### src/rtl/keypad_scanner_pkg.sv
// ---------------------------------------------------------------------------
// keypad_scanner_pkg
// Shared constants, FSM state encoding and the row-priority helper used by
// the 4x4 keypad scanner and its prescaler.
// ---------------------------------------------------------------------------
package keypad_scanner_pkg;

    localparam int ROWS = 4;
    localparam int COLS = 4;

    // Coordinate value reported on row/col while no key is held.
    localparam logic [2:0] NO_KEY = 3'd6;

    typedef enum logic [1:0] {
        SCAN     = 2'd0,
        DEBOUNCE = 2'd1,
        PRESSED  = 2'd2
    } scan_state_t;

    // Lowest row index whose active-low return is pulled down. Scanning from
    // the top index downwards lets the lowest index win when several rows
    // in the strobed column are pressed together.
    function automatic logic [1:0] hit_row(input logic [ROWS-1:0] r);
        logic [1:0] h;
        h = 2'd0;
        for (int i = ROWS - 1; i >= 0; i--) begin
            if (!r[i]) h = 2'(i);
        end
        return h;
    endfunction

endpackage : keypad_scanner_pkg

### src/rtl/keypad_scanner_scan_tick_gen.sv
// ---------------------------------------------------------------------------
// scan_tick_gen
// Prescaler producing the column-dwell tick for the keypad scanner.
// The counter runs 0..SCAN_DIV-1 and wraps; tick is high for the single
// clk cycle in which the count equals SCAN_DIV-1.
//
// Ports:
//   clk   in   system clock
//   rst   in   asynchronous active-high reset (counter returns to 0)
//   tick  out  one-clk scan strobe, once every SCAN_DIV clocks
// ---------------------------------------------------------------------------
module scan_tick_gen
    import keypad_scanner_pkg::*;
#(
    parameter int SCAN_DIV = 1000,
    parameter int CNT_W    = 10
) (
    input  logic clk,
    input  logic rst,
    output logic tick
);

    localparam logic [CNT_W-1:0] LAST = CNT_W'(SCAN_DIV - 1);

    logic [CNT_W-1:0] cnt;

    assign tick = (cnt == LAST);

    // NOTE: state is updated with non-blocking assignments so every flop
    // samples the pre-edge values of the others, independent of block order.
    always_ff @(posedge clk or posedge rst) begin
        if (rst) begin
            cnt <= '0;
        end else if (tick) begin
            cnt <= '0;
        end else begin
            cnt <= cnt + 1'b1;
        end
    end

endmodule : scan_tick_gen

### src/rtl/keypad_scanner.sv
// ---------------------------------------------------------------------------
// keypad_scanner
// Scans a 4x4 active-low matrix keypad one column per scan tick, debounces
// the hit and reports a single key as a row/col coordinate pair together
// with a level valid flag and a one-clk press pulse.
//
// Ports:
//   clk          in   system clock
//   rst          in   asynchronous active-high reset
//   key_row_in   in   [3:0] row returns, active-low, asynchronous to clk
//   key_col_out  out  [3:0] column strobes, active-low one-hot
//   row          out  [2:0] debounced row 0..3, NO_KEY when idle
//   col          out  [2:0] debounced column 0..3, NO_KEY when idle
//   key_valid    out  high while a debounced key is held
//   key_pulse    out  one-clk pulse when a new press is accepted
// ---------------------------------------------------------------------------
module keypad_scanner
    import keypad_scanner_pkg::*;
#(
    parameter int SCAN_DIV     = 1000,
    parameter int DEBOUNCE_CNT = 4,
    parameter int CNT_W        = 10
) (
    input  logic            clk,
    input  logic            rst,
    input  logic [ROWS-1:0] key_row_in,
    output logic [COLS-1:0] key_col_out,
    output logic [2:0]      row,
    output logic [2:0]      col,
    output logic            key_valid,
    output logic            key_pulse
);

    // Debounce/release counters only ever reach DEBOUNCE_CNT-1 before the
    // transition fires, so comparing against DB_LAST equals "cnt+1 == N".
    localparam int              DB_W    = $clog2(DEBOUNCE_CNT + 1);
    localparam logic [DB_W-1:0] DB_LAST = DB_W'(DEBOUNCE_CNT - 1);

    logic tick;

    scan_tick_gen #(
        .SCAN_DIV (SCAN_DIV),
        .CNT_W    (CNT_W)
    ) u_tick (
        .clk  (clk),
        .rst  (rst),
        .tick (tick)
    );

    // ---------------- row return synchronizer ----------------
    logic [ROWS-1:0] sync_q1;
    logic [ROWS-1:0] r_s;

    always_ff @(posedge clk or posedge rst) begin
        if (rst) begin
            sync_q1 <= '1;
            r_s     <= '1;
        end else begin
            sync_q1 <= key_row_in;
            r_s     <= sync_q1;
        end
    end

    // ---------------- scan FSM ----------------
    scan_state_t     state_q,    state_d;
    logic [1:0]      col_idx_q,  col_idx_d;
    logic [1:0]      cand_row_q, cand_row_d;
    logic [1:0]      cand_col_q, cand_col_d;
    logic [DB_W-1:0] deb_cnt_q,  deb_cnt_d;
    logic [DB_W-1:0] rel_cnt_q,  rel_cnt_d;
    logic [2:0]      row_d, col_d;
    logic            valid_d, pulse_d;

    logic       key_seen;
    logic [1:0] hit;

    assign key_seen    = (r_s != 4'hF);
    assign hit         = hit_row(r_s);
    assign key_col_out = ~(4'b0001 << col_idx_q);

    always_ff @(posedge clk or posedge rst) begin
        if (rst) begin
            state_q    <= SCAN;
            col_idx_q  <= 2'd0;
            cand_row_q <= 2'd0;
            cand_col_q <= 2'd0;
            deb_cnt_q  <= '0;
            rel_cnt_q  <= '0;
            row        <= NO_KEY;
            col        <= NO_KEY;
            key_valid  <= 1'b0;
            key_pulse  <= 1'b0;
        end else begin
            state_q    <= state_d;
            col_idx_q  <= col_idx_d;
            cand_row_q <= cand_row_d;
            cand_col_q <= cand_col_d;
            deb_cnt_q  <= deb_cnt_d;
            rel_cnt_q  <= rel_cnt_d;
            row        <= row_d;
            col        <= col_d;
            key_valid  <= valid_d;
            key_pulse  <= pulse_d;
        end
    end

    always_comb begin
        // NOTE: every output of this block gets a hold/default value up front
        // so no path leaves a signal unassigned and no latch is inferred.
        state_d    = state_q;
        col_idx_d  = col_idx_q;
        cand_row_d = cand_row_q;
        cand_col_d = cand_col_q;
        deb_cnt_d  = deb_cnt_q;
        rel_cnt_d  = rel_cnt_q;
        row_d      = row;
        col_d      = col;
        valid_d    = key_valid;
        pulse_d    = 1'b0;

        if (tick) begin
            unique case (state_q)
                SCAN: begin
                    if (!key_seen) begin
                        col_idx_d = col_idx_q + 2'd1;
                    end else if (DEBOUNCE_CNT == 1) begin
                        // A single consistent tick is enough: accept at once.
                        row_d     = {1'b0, hit};
                        col_d     = {1'b0, col_idx_q};
                        valid_d   = 1'b1;
                        pulse_d   = 1'b1;
                        rel_cnt_d = '0;
                        state_d   = PRESSED;
                    end else begin
                        cand_row_d = hit;
                        cand_col_d = col_idx_q;
                        deb_cnt_d  = DB_W'(1);
                        state_d    = DEBOUNCE;
                    end
                end

                DEBOUNCE: begin
                    if (key_seen && (hit == cand_row_q)) begin
                        if (deb_cnt_q == DB_LAST) begin
                            row_d     = {1'b0, cand_row_q};
                            col_d     = {1'b0, cand_col_q};
                            valid_d   = 1'b1;
                            pulse_d   = 1'b1;
                            deb_cnt_d = '0;
                            rel_cnt_d = '0;
                            state_d   = PRESSED;
                        end else begin
                            deb_cnt_d = deb_cnt_q + 1'b1;
                        end
                    end else begin
                        // Contact lost or moved to another row: abandon the
                        // candidate and carry on scanning from the next column.
                        deb_cnt_d = '0;
                        col_idx_d = col_idx_q + 2'd1;
                        state_d   = SCAN;
                    end
                end

                PRESSED: begin
                    // Any closure in the held column, even a different row,
                    // counts as "still held" and restarts the release count.
                    if (!key_seen) begin
                        if (rel_cnt_q == DB_LAST) begin
                            row_d     = NO_KEY;
                            col_d     = NO_KEY;
                            valid_d   = 1'b0;
                            rel_cnt_d = '0;
                            col_idx_d = col_idx_q + 2'd1;
                            state_d   = SCAN;
                        end else begin
                            rel_cnt_d = rel_cnt_q + 1'b1;
                        end
                    end else begin
                        rel_cnt_d = '0;
                    end
                end

                default: begin
                    state_d = SCAN;
                end
            endcase
        end
    end

endmodule : keypad_scanner

### config.mk
export PLATFORM = sky130hd
export DESIGN_NAME = keypad_scanner
export DESIGN_NICKNAME = d
export VERILOG_FILES = /design/src/rtl/keypad_scanner_pkg.sv /design/src/rtl/keypad_scanner_scan_tick_gen.sv /design/src/rtl/keypad_scanner.sv
export SDC_FILE = /design/constraint.sdc
export NUM_CORES = 1
export LEC_CHECK = 0
export CAP_MARGIN = 20
export CORE_MARGIN = 3
export CORE_UTILIZATION = 55
export CTS_CLUSTER_SIZE = 25
export DETAILED_ROUTE_END_ITERATION = 6
export HOLD_SLACK_MARGIN = 0.05
export PLACE_DENSITY = 0.77
export SYNTH_ARGS = -nofsm -noshare
export SYNTH_HDL_FRONTEND = slang
export SYNTH_HIERARCHICAL = 1
export SYNTH_SLANG_ARGS = --single-unit
export TNS_END_PERCENT = 20
### constraint.sdc
create_clock -name clk -period 3 [get_ports clk]
set_clock_uncertainty 0.2 [all_clocks]
set_input_delay 0.75 -clock clk [delete_from_list [all_inputs] [get_ports clk]]
set_output_delay 0.75 -clock clk [all_outputs]
set_load 0.005 [all_outputs]
**After elaboration in Yosys (flattened, before gate mapping)**

Index checks and enable logic that the tools add are counted.

- Register bits after elaboration: 40

- Add/sub/neg operators: 4
- Equal/unequal tests: 15
- Shifts and indexed selects: 1
- Muxes and demuxes: 42
- Bitwise logic cells: 1
- Reductions and logical operators: 11

Operator list:

| operator | count |
|---|---|
| $mux 3 | 13 |
| $mux 2 | 13 |
| $pmux 3 s2 | 4 |
| $ne 2x2->1 const B | 7 |
| $pmux 2 s3 | 2 |
| $reduce_and 6->1 | 2 |
| $add 10x1->10 const B | 1 |
| $eq 10x10->1 const B | 1 |
| $mux 10 | 1 |
| $mux 1 | 8 |
| $add 3x1->3 const B | 2 |
| $eq 3x2->1 const B | 2 |
| $reduce_and 3->1 | 2 |
| $reduce_and 5->1 | 1 |
| $ne 4x4->1 const B | 1 |
| $not 4->4 | 1 |
| $reduce_and 4->1 | 1 |
| $reduce_bool 2->1 | 2 |
| $shl 1x2->4 const A | 1 |
| $ne 3x3->1 const B | 1 |
| $reduce_bool 3->1 | 1 |
| $add 2x1->2 const B | 1 |
| $eq 2x1->1 const B | 1 |
| $eq 2x2->1 | 1 |
| 4 further kinds | 4 |

**Depth between registers and ports, before layout**

- Depth in word-level cells: 9
- Gate-level depth with buffers: 10
- Gate-level depth less buffers: 9

**Hierarchy**

The synthesis kept the hierarchy.

Modules (own cells, without submodules):

| module | times used | cells an instance | area an instance (um^2) | sequential area each (um^2) |
|---|---|---|---|---|
| keypad_scanner | 1 | 120 | 1,305.0 | 739.5 |
| scan_tick_gen | 1 | 47 | 488.0 | 250.2 |

**Least setup slack after synthesis**

No wires, ideal clock.

- Path kind: reg2reg
- Start point: reg u_tick.cnt[0]
- End point: reg col[0]
- Setup time: 125 ps
- Data arrival time: 2,140 ps
- Path slack: 535 ps
- Stages on the path, launching flop included: 10
- Path buffers: 2
- Period minus slack after synthesis: 2,465 ps
- Path through: dfrtp_1 ha_1 nand2_1 nor4_2 and2_1 buf_2 inv_1 or3_1 buf_6 mux2_4

- Cells in the longest elaborated chain, start to end: 2

Ends and longest elaborated chain:

| item | line | text |
|---|---|---|
| start, declared | keypad_scanner_scan_tick_gen.sv:25 | `logic [CNT_W-1:0] cnt;` |
| start signal, assigned | keypad_scanner_scan_tick_gen.sv:37 | `cnt <= cnt + 1'b1;` |
| $eq 10x10->1 | keypad_scanner_scan_tick_gen.sv:27 | `assign tick = (cnt == LAST);` |
| net tick | keypad_scanner.sv:39 | `logic tick;` |
| $reduce_and 6->1 (no line) | -- |  |
| end signal, assigned | keypad_scanner.sv:101 | `col <= col_d;` |
| end, declared | keypad_scanner.sv:29 | `output logic [2:0] col,` |

The timed path passes the listed nets, and every way through them passes these cells.
A chain may end at the register's enable or synchronous reset.

**Worst setup path in the final report**

- Start point: reg col_idx_q[0]
- End point: out key_col_out[0]

- Cells in the longest elaborated chain, start to end: 2

Ends and longest elaborated chain:

| item | line | text |
|---|---|---|
| start, declared | keypad_scanner.sv:66 | `logic [1:0] col_idx_q, col_idx_d;` |
| start signal, assigned | keypad_scanner.sv:95 | `col_idx_q <= col_idx_d;` |
| $shl 1x2->4 | keypad_scanner.sv:79 | `assign key_col_out = ~(4'b0001 << col_idx_q);` |
| $not 4->4 | keypad_scanner.sv:79 |  |
| end, declared | keypad_scanner.sv:27 | `output logic [COLS-1:0] key_col_out,` |

Every way passes these cells.

==> run_results.csv <==
group,metric,value,unit
clock_tree,cts_setup_buffers,0,
sta,worstMarginPinSlew,435,ps
worst_hold_path,hold_path.class,"flip-flop to flip-flop",
flow_run,cap_viol_max_count,0,
placed_design,port_buffers,17,
grt,overflow,0,
detailed_routing,vias,1237,
grt,antenna_found_initial,0,
power_and_ir_drop,sequentialPowerShare,65.2,%
detailed_routing,via_per_inst,5.26,
clock_tree,cts_tree,"built",
finish,fill_cells,248,
worst_setup_path,cp_cell_sequence,"inv_1 -> ha_1 -> inv_1 -> clkdlybuf4s50_1",
worst_setup_path,worstPathRequired,2050,ps
power_and_ir_drop,power,0.000827,W
grt,grt_pass1_wl,5570,microns
finish,syn2layout_area_growth,15.5,%
detailed_routing,dr.pass1.iters,4,
grt,gr-usage-all-layers,18.1,%
floorplanning,num_rows,20,
status,status,"finished, final reports clean",
finish,final_common_cell,"dfrtp_1",
sta,period_share,86.6,%
clock_tree,numCtsBuffers,5,
worst_setup_path,r2r_slack,450,ps
yosys,synth_flop_cell,"dfrtp_1",
worst_setup_path,crit_slowest_cell,"clkdlybuf4s50_1",
worst_setup_path,crit_top_cell,"inv_1",
sta,relSlewSlack,70.3,%
power_and_ir_drop,p_per_area,399,nW/um^2
yosys,synth_edf_count,0,
floorplanning,start_util,58.3,%
sta,whs,164,ps
worst_setup_path,critPathMaxStageDelay,500,ps
placed_design,dpl.hpwl,2240,microns
grt,grt_max_degree,30,
power_and_ir_drop,switchingPower,0.000192,W
sta,finalSetupTns,0,ps
power_and_ir_drop,p_comb_share,3.0,%
detailed_routing,drc,0,
worst_setup_path,critPathTopFamily,"buffers and inverters",
floorplanning,ios,18,
clock_tree,path_clk_slew,120,ps
detailed_routing,drtIter0Drc,45,
sta,slew_violations,0,
worst_setup_path,cp_max_fo,4,
yosys,postSynthAreaPerCell,10.7,sq um
finish,nNetsFinal,203,
clock_tree,clk_latency,350,ps
power_and_ir_drop,irDropWorstVdd,318,uV
sta,fin_crit,2600,ps
finish,n_antenna_cell,0,
finish,layout_common_cells,"28 x dfrtp_1, 17 x clkdlybuf4s50_1, 16 x inv_1, 16 x nand2_1, 13 x nor2_1",
floorplanning,die_area,3980,sq um
yosys,ys_async_sr_fraction,100,%
detailed_routing,ant_nets,0,
finish,drive_gt1_share,15.2,%
sta,fmax,385,MHz
power_and_ir_drop,internal_power,0.000635,W
detailed_routing,route.detailed.wl_per_inst,12.8,microns
worst_setup_path,crit_type,"flip-flop to primary output",
worst_setup_path,arrival,1650,ps
sta,rsz0062_at_grt,"no",
yosys,ys_warn_count,6,
yosys,synth_nets,180,
clock_tree,post_cts_resized,0,
worst_setup_path,setup.worst_path.start_class,"flip-flop",
clock_tree,hold_buffers,0,
yosys,ys_seq_elements,39,
yosys,ys_types,41,
power_and_ir_drop,leakage,0.942,nW
yosys,synth_cells,167,
worst_setup_path,end_kind,"primary output",
power_and_ir_drop,switching_share,23.2,%
sta,final-hold-violation-count,0,
grt,grt_pass1_vias,1206,
clock_tree,root_buffer,"clkbuf_4",
floorplanning,core_area,3080,sq um
floorplanning,die_h,63.1,microns
detailed_routing,routed_wl,3010,microns
yosys,syn_area,1790,sq um
worst_setup_path,cp_num_buf_inv,3,
clock_tree,htreeDepth,2,
clock_tree,clockBufferDepth,2,
clock_tree,cts_sinks,39,
power_and_ir_drop,clkPwrFrac,31.8,%
floorplanning,die-width,63.1,microns
sta,setup_viol,0,
yosys,synth_seq_area_share,55.2,%
placed_design,gp_congestion,0.780,
==> worst reg2reg max path: stages (launching register included) <==
cell and delay, ps:
dfrtp_1 420, ha_1 230, nand2_1 110, nor4_2 320, and2_1 200, inv_1 60, or3_1 560, mux2_4 360
==> cell usage after synthesis (2+ instances only) <==
library cell	count	area, sq um
dfrtp_1	28	701
inv_1	16	60.1
nand2_1	16	60.1
nor2_1	13	48.8
dfstp_2	11	289
o21ai_0	8	40.0
ha_1	7	87.6
nand3_1	7	35.0
nor2b_1	6	37.5
o21a_1	5	37.5
a31oi_1	3	18.8
nand2b_1	3	18.8
nor3_1	3	15.0
o31ai_1	3	22.5
xnor2_1	3	26.3
xor2_1	3	26.3
and2b_1	2	15.0
and3_1	2	12.5
mux2_2	2	22.5
mux2_4	2	30.0
mux2i_1	2	20.0
nand4_1	2	12.5
or3_1	2	12.5
==> cells by family (layout without fill, tap and decap cells) <==
kind of cell	count (synthesis)	after routing	share of synthesized area, %
multiplexers	6	6	4.05
AND/OR/NAND/NOR	61	61	17.2
AO/OA/AOI/OAI	28	28	10.9
XOR/XNOR	6	6	2.93
buffers and inverters	20	44	4.88
adder cells (fa/ha/maj)	7	7	4.88
flip-flops	39	39	55.2
==> path summary, 6_finish.rpt <==
| kind | startpoint | end | cells past startpoint |
|---|---|---|---|
| max in group asynchronous | rst | r_s[0]$_DFF_PP1_ | 3 |
| max reg2reg | u_tick/cnt[0]$_DFF_PP0_ | col[0]$_DFFE_PP0P_ | 7 |
| min | sync_q1[1]$_DFF_PP1_ | r_s[1]$_DFF_PP1_ | 0 |
| min in group asynchronous | rst | u_tick/cnt[8]$_DFF_PP0_ | 2 |
| max | col_idx_q[0]$_DFFE_PP0P_ | key_col_out[0] | 4 |
| min reg2reg | sync_q1[1]$_DFF_PP1_ | r_s[1]$_DFF_PP1_ | 0 |
==> power groups by stage <==
stage                     clock network [W]  logic (W)  registers [W]
after floorplan                           0  0.0000137       0.000548
final                              0.000263  0.0000246       0.000539
after CTS                          0.000275  0.0000257       0.000539
after global placement                    0  0.0000243       0.000548
after detailed placement                  0  0.0000256       0.000549
after global routing               0.000298  0.0000285       0.000541
==> metal layers <==
layer | track usage, % | wire [microns]
met2 | 25.6 | 1350
met3 | 6.06 | 147
met5 | 0 | 0
met4 | 7.44 | 54
met1 | 25.5 | 1460
==> final cells by class <==
| type | instances | area, sq um | share of cell area [%] |
|---|---|---|---|
| clock buffer | 5 | 37.5 | 1.81 |
| timing repair buffer | 20 | 193 | 9.31 |
| inverter | 16 | 60.1 | 2.90 |
| tap | 44 | 55.1 | 2.66 |
| clock inverter | 3 | 20.0 | 0.967 |
| sequential | 39 | 990 | 47.8 |
| multi-input combinational | 108 | 716 | 34.6 |
==> flip-flops by register name (all words and copies together), names as in the netlist, 3 cells and up <==
signal	count
deb_cnt_q	3
row	3
r_s	4
u_tick/cnt	10
rel_cnt_q	3
sync_q1	4
==> stage by stage <==
step | setup slack [ps] | utilization (%) | instance area [sq um] | std cells
floorplan | 535 | - | 1790 | 167
global placement | 546 | 65.4 | 2010 | 227
detailed placement | 446 | 65.4 | 2010 | 227
CTS | 359 | 67.3 | 2070 | 235
global route | 237 | 67.3 | 2070 | 235
finish | 402 | 67.3 | 2070 | 235
Power figures use the tool's default switching activity.
